[config.mk]
export PLATFORM = sky130hd
export DESIGN_NAME = madd_exact_ref
export DESIGN_NICKNAME = d
export VERILOG_FILES = /design/src/rtl/madd_chk_pkg.sv /design/src/rtl/madd_exact_ref.sv
export SDC_FILE = /design/constraint.sdc
export NUM_CORES = 1
export LEC_CHECK = 0
export BUFFER_PORTS_ARGS = -buffer_cell sky130_fd_sc_hd__buf_2
export CORE_AREA = 2 2 39 41
export DETAILED_ROUTE_END_ITERATION = 6
export DIE_AREA = 0 0 41 43
export PLACE_DENSITY_LB_ADDON = 0.25
export SKIP_LAST_GASP = 1
export SLEW_MARGIN = 20
export SYNTH_ARGS = -nofsm -noshare
export SYNTH_HDL_FRONTEND = slang
export SYNTH_SLANG_ARGS = --single-unit
[constraint.sdc]
create_clock -name vclk -period 2.6
set_input_delay 0.52 -clock vclk [all_inputs]
set_output_delay 0.52 -clock vclk [all_outputs]
set_load 0.005 [all_outputs]
[src/rtl/madd_chk_pkg.sv]
`default_nettype none
// ============================================================================
//  Module   : madd_chk_pkg
//  Purpose  : Shared types, widths and exact 2-bit multiply-add model for the
//             madd error-threshold checker.
//  Revision : 1.0  initial release
// ============================================================================
package madd_chk_pkg;

   localparam int VEC_W = 6;
   localparam int RES_W = 4;
   localparam int CNT_W = 7;
   localparam int SUM_W = 10;

   typedef enum logic [1:0] {
      ST_IDLE   = 2'd0,
      ST_DRIVE  = 2'd1,
      ST_SAMPLE = 2'd2,
      ST_DONE   = 2'd3
   } state_t;

   // a = vec[1:0], b = vec[3:2], c = vec[5:4]; result tops out at 12.
   function automatic logic [RES_W-1:0] madd_exact(input logic [VEC_W-1:0] vec);
      logic [RES_W-1:0] a;
      logic [RES_W-1:0] b;
      logic [RES_W-1:0] c;
      a = {2'b00, vec[1:0]};
      b = {2'b00, vec[3:2]};
      c = {2'b00, vec[5:4]};
      return (a * b) + c;
   endfunction

endpackage
`default_nettype wire

[src/rtl/madd_exact_ref.sv]
`default_nettype none
// ============================================================================
//  Module   : madd_exact_ref
//  Purpose  : Combinational golden 2-bit multiply-add (6 in -> 4 out).
//  Revision : 1.0  initial release
// ============================================================================
module madd_exact_ref
   import madd_chk_pkg::*;
(
   input  logic [VEC_W-1:0] vec,
   output logic [RES_W-1:0] exact
);

   assign exact = madd_exact(vec);

endmodule
`default_nettype wire

== After elaboration in Yosys (flattened, before gate mapping) ==
Cells that the tools add are included.
Word-level totals
  register bits after elaboration: 0
  bits of input ports: 6
  output and inout bits: 4
  word-level logic and storage cells: 2
Operators by class
  $add $sub $neg: 1
  multiply operators: 1
Operators by type and width (count)
  4-bit by 2-bit adder with 4-bit output: 1
  2-bit by 2-bit multiplier with 4-bit output: 1

== Logic depth before layout (Yosys ltp) ==
Gate-level depths: netlist of the first run.
  word-level depth: 2
  mapped depth: 4
  depth with buffers taken out: 4

== Worst setup path before layout of the first run ==
Ideal clock, no wire load.
  path kind: input -> output
  from: input port vec[0]
  to: output port exact[2]
  arrival: 1.817 ns
  data required time: 2.080 ns
  path slack: 0.263 ns
  stages on the path: 4
  path buffers: 0
  cell sequence: and2_1 fa_1 ha_1 fa_1
On the way
  cells in the longest elaborated chain, start to end: 2
RTL lines
  start: declaration: RTL line madd_exact_ref.sv:10  | input logic [VEC_W-1:0] vec,
  2-bit by 2-bit multiplier with 4-bit output: RTL line madd_chk_pkg.sv:30  | return (a * b) + c;
  4-bit by 2-bit adder with 4-bit output: RTL line madd_chk_pkg.sv:30
  end: declaration: RTL line madd_exact_ref.sv:11  | output logic [RES_W-1:0] exact
Every way passes these cells.

== Worst setup path after layout of the first run ==
  from: input port vec[2]
  to: output port exact[2]
Same word-level chain as after synthesis.

==> results.toml, run 1 <==
[synthesis]
yosys-top-cells-count = "and2_1, fa_1, ha_1"
synth_top_area_cell = "fa_1"
synth_top_cell_area_share_pct = 44.4
syn_area_um2 = 90.1
syn_avg_cell_area_um2 = 11.3
synth_area_leaders = "fa_1, and2_1, ha_1"
yosysMostFrequentCell = "and2_1"
synthCells = 8
mappedNetlistNets = 18
ys_types = 3
yosys_warnings = 0
seq_area_frac_synth_pct = 0

[cells_and_area]
fin_cells = 34
fin_nets = 30
nFillCells = 156
area_growth_pct = 80.6
clkbuf_count = 0
final_util_pct = 11.8
n_antenna_cell = 0
drive_gt1_share_pct = 61.1
regArea_um2 = 0
nFlopsAndLatches = 0

[critical_path]
crit_type = "input pin to output port"
cp.required_ns = 2.08
cpPeakStageDelay_ns = 0.47
worst_path_max_delay_cell = "fa_1"
cp-start-kind = "input pin"
crit_arrival_ns = 2.02
crit_path_end_kind = "output port"
cp_cell_sequence = "buf_2 > and2_1 > fa_1 > ha_2 > fa_1 > buf_2"
crit_fanout = 2

[placed_design]
place_hpwl_um = 255
gp_congestion = 0.619
port_buffers = 10
placed_cells = 34
pre_cts_ws_ns = 0.0143

[detailed_routing]
avgRoutedWirePerCell_um = 7.50
drtIter0Drc = 0
viasPerCell = 2.88
vias = 98
antenna_left = 0
totalWireLength_um = 255
drc = 0
dr.pass1.iters = 1

[pwr]
p_per_area_nw_per_um2 = 154
p_sw_share_pct = 44.4
ir_drop_mv = 0.0461
p_leak_nw = 0.0855
p_int_uw = 13.9
power.switching_uw = 11.1
p_comb_share_pct = 100.0
pwr-share-clk_pct = 0
pwr-share-seq_pct = 0
finalPower_uw = 25.0

[sta]
fin_ws_ns = 0.0567
finalHoldViolCount = 0
fin_tns_setup_ns = 0
rsz0062_at_grt = "false"
period_minus_slack_ns = 2.54
period_share_pct = 97.8
worst_pin_slew_ns = 0.0882
relSlewSlack_pct = 94.1
fmax_ghz = 0.393
finalSetupViolCount = 0
drv_slew = 0

[worst_hold_path]
hold_path.startpoint = "vec[4]"
min_to = "exact[0]"
hold_depth = 3
hold_class = "input pin to output port"

[floorplan]
ios = 10
row_count = 14
die_x_um = 41
start_util_pct = 6.51
die_h_um = 43
core_um2 = 1380
die_area_um2 = 1760

[run]
cap_violations = 0

[grt]
grt_overflow = 0
grt_pass1_vias = 124
grtUsageTotal_pct = 3.31
grt_max_degree = 3
grt_pass1_wl_um = 434
antenna_found_initial = 0

[run_status]
outcome = "finished, final reports clean"

[cts]
cts_setup_buffers = 0
layer usage:
metal	global-route usage (%)	up-vias	wire length [µm]
met5	0	-	0
met4	0	0	0
met3	1.05	0	56
met2	5.31	10	88
met1	4.47	42	110
li1	-	46	-
final cells by class:
class,count,area [µm²],area share (%)
Multi-Input combinational cell,8,92.6,56.9
Tap cell,16,20.0,12.3
Timing Repair Buffer,10,50.0,30.8
worst max-delay path: cells and delay by family:
kind | cells | cell delay (ns)
and+or+nand+nor | 1 | 0.16
adders and majority gates | 3 | 1.13
buffers and inverters | 2 | 0.21
power by group through the flow:
| stage | Clock (mW) | Sequential (mW) | Combinational [mW] |
|---|---|---|---|
| after floorplan | 0 | 0 | 0.0119 |
| after global placement | 0 | 0 | 0.0246 |
| after detailed placement | 0 | 0 | 0.0254 |
| after CTS | 0 | 0 | 0.0257 |
| after global routing | 0 | 0 | 0.0290 |
| final | 0 | 0 | 0.0250 |
cells in the final DEF, fill, tap and decap left out:
master  count
buf_2      10
ha_2        1
ha_1        1
and2_1      4
fa_1        2
stage by stage:
step	hold WS [ns]	cell area, µm²
6_report	1.33	163
5_1_grt	1.36	163
4_1_cts	1.34	160
3_5_place_dp	1.33	160
3_3_place_gp	1.34	160
2_1_floorplan	1.16	90.1
kinds of logic (layout without fill, tap and decap cells):
| group | after synthesis | count (layout) | share of synthesized area, % |
|---|---|---|---|
| buffers and inverters | 0 | 10 | 0 |
| AND/OR/NAND/NOR | 4 | 4 | 27.8 |
| adder cells (fa/ha/maj) | 4 | 4 | 72.2 |
what timing repair did:
item / CTS / global route
hold buffers: 0 / 0
gates resized for setup: 0 / 1
endpoints found under the setup margin: 0 / 1
how the worst max path moves through the flow:
stage / slack [ns] / start / end
after global routing: 0.008 / vec[2] / exact[2]
after global placement: 0.03 / vec[0] / exact[2]
final: 0.06 / vec[2] / exact[2]
after CTS: 0.01 / vec[0] / exact[2]
after detailed placement: 0.01 / vec[0] / exact[2]
after floorplan: 0.26 / vec[0] / exact[2]
Power figures use the tool's default switching activity.
==> run 2: changes to the inputs <==
Clock period 2.6 ns to 2.3 ns, I/O delays scaled along.
==> results.toml, run 2 (synthesis results as in run 1) <==
[detailed_routing]
totalWireLength_um = 282
antenna_left = 0
drtIter0Drc = 0
viasPerCell = 2.91
drc = 0
vias = 99
dr.pass1.iters = 1
avgRoutedWirePerCell_um = 8.29

[sta]
rsz0062_at_grt = "true"
finalSetupViolCount = 2
period_minus_slack_ns = 2.41
finalHoldViolCount = 0
fin_tns_setup_ns = -0.116
worst_pin_slew_ns = 0.0883
fmax_ghz = 0.415
fin_ws_ns = -0.109
period_share_pct = 105
relSlewSlack_pct = 94.1
drv_slew = 0

[cells_and_area]
area_growth_pct = 83.3
n_antenna_cell = 0
drive_gt1_share_pct = 66.7
final_cell_mix = "buf_2, and2_1, fa_1"
nFlopsAndLatches = 0
final_common_cell = "buf_2"
clkbuf_count = 0
multiInputGateArea_um2 = 95.1
fin_nets = 30
nFillCells = 156
final_area_um2 = 165
regArea_um2 = 0

[grt]
antenna_found_initial = 0
grtUsageTotal_pct = 3.61
grtUsageMet1_pct = 4.15
grt_pass1_wl_um = 455
grt_busiest_layer = "met2"
grt_pass1_vias = 126
met2_usage_pct = 6.56
use_met3_pct = 1.05
grt_overflow = 0
grt_max_degree = 3

[critical_path]
cp_cell_sequence = "buf_2 > and2_4 > fa_1 > ha_2 > fa_1 > buf_2"
cp_num_buf_inv = 2
path_delay_family = "adder cells"
crit_fanout = 2
cp.required_ns = 1.84
cpPeakStageDelay_ns = 0.47
crit_type = "input pin to output port"
worst_path_max_delay_cell = "fa_1"
crit_path_end_kind = "output port"
crit_arrival_ns = 1.95
cp-start-kind = "input pin"

[pwr]
p_leak_nw = 0.0874
p_int_uw = 16.9
p_per_area_nw_per_um2 = 182
pwr-share-clk_pct = 0
ir_drop_mv = 0.0536
power.switching_uw = 13.1
p_comb_share_pct = 100.0
p_sw_share_pct = 43.8
pwr-share-seq_pct = 0

[placed_design]
gp_congestion = 0.619
pre_cts_ws_ns = -0.166
port_buffers = 10
placed_cell_area_um2 = 160
place_hpwl_um = 255

[floorplan]
die_area_um2 = 1760
die_x_um = 41
core_um2 = 1380
ios = 10
die_h_um = 43
row_count = 14
start_util_pct = 6.51

[worst_hold_path]
hold_class = "input pin to output port"

[run]
cap_violations = 0

[cts]
cts_setup_buffers = 0
cts_hold_buf = 0

[run_status]
outcome = "finished, violations left"
violations = "setup timing"
-- run 2: changes by cell type in the layout (fill, tap and decap cells not counted) --
cell and change:
and2_4 +1, and2_1 -1
-- run 2: worst paths after layout --
kind | startpoint | end | cells after the start
setup / recovery | vec[2] | exact[2] | 6
hold / removal | vec[4] | exact[0] | 3
-- run 2: power by group through the flow --
stage / Clock [mW] / Combinational [mW] / Sequential, mW
floorplan: 0 / 0.0135 / 0
global placement: 0 / 0.0278 / 0
detailed placement: 0 / 0.0287 / 0
CTS: 0 / 0.0303 / 0
global route: 0 / 0.0347 / 0
finish: 0 / 0.0300 / 0
-- run 2: what timing repair did --
item,CTS,global route
endpoints found under the hold margin,0,0
pin swaps,2,0
gates resized for setup,2,0
setup endpoints to repair,2,2
-- run 2: layout make-up --
type                            count  share of cell area, %
Multi-Input combinational cell      8                   57.6
Tap cell                           16                   12.1
Timing Repair Buffer               10                   30.3
-- run 2: per-stage QoR --
step / std cells / hold slack, ns / utilization, % / power [mW]
floorplan: 8 / 1.04 / - / 0.0135
finish: 34 / 1.21 / 11.9 / 0.0300
detailed placement: 34 / 1.21 / 11.6 / 0.0287
CTS: 34 / 1.22 / 11.9 / 0.0303
global route: 34 / 1.24 / 11.9 / 0.0347
global placement: 34 / 1.22 / 11.6 / 0.0278
-- run 2: routing by layer --
| metal | routed length (µm) | up-vias |
|---|---|---|
| li1 | - | 46 |
| met1 | 113 | 43 |
| met2 | 112 | 10 |
| met3 | 56 | 0 |
| met4 | 0 | 0 |
| met5 | 0 | - |
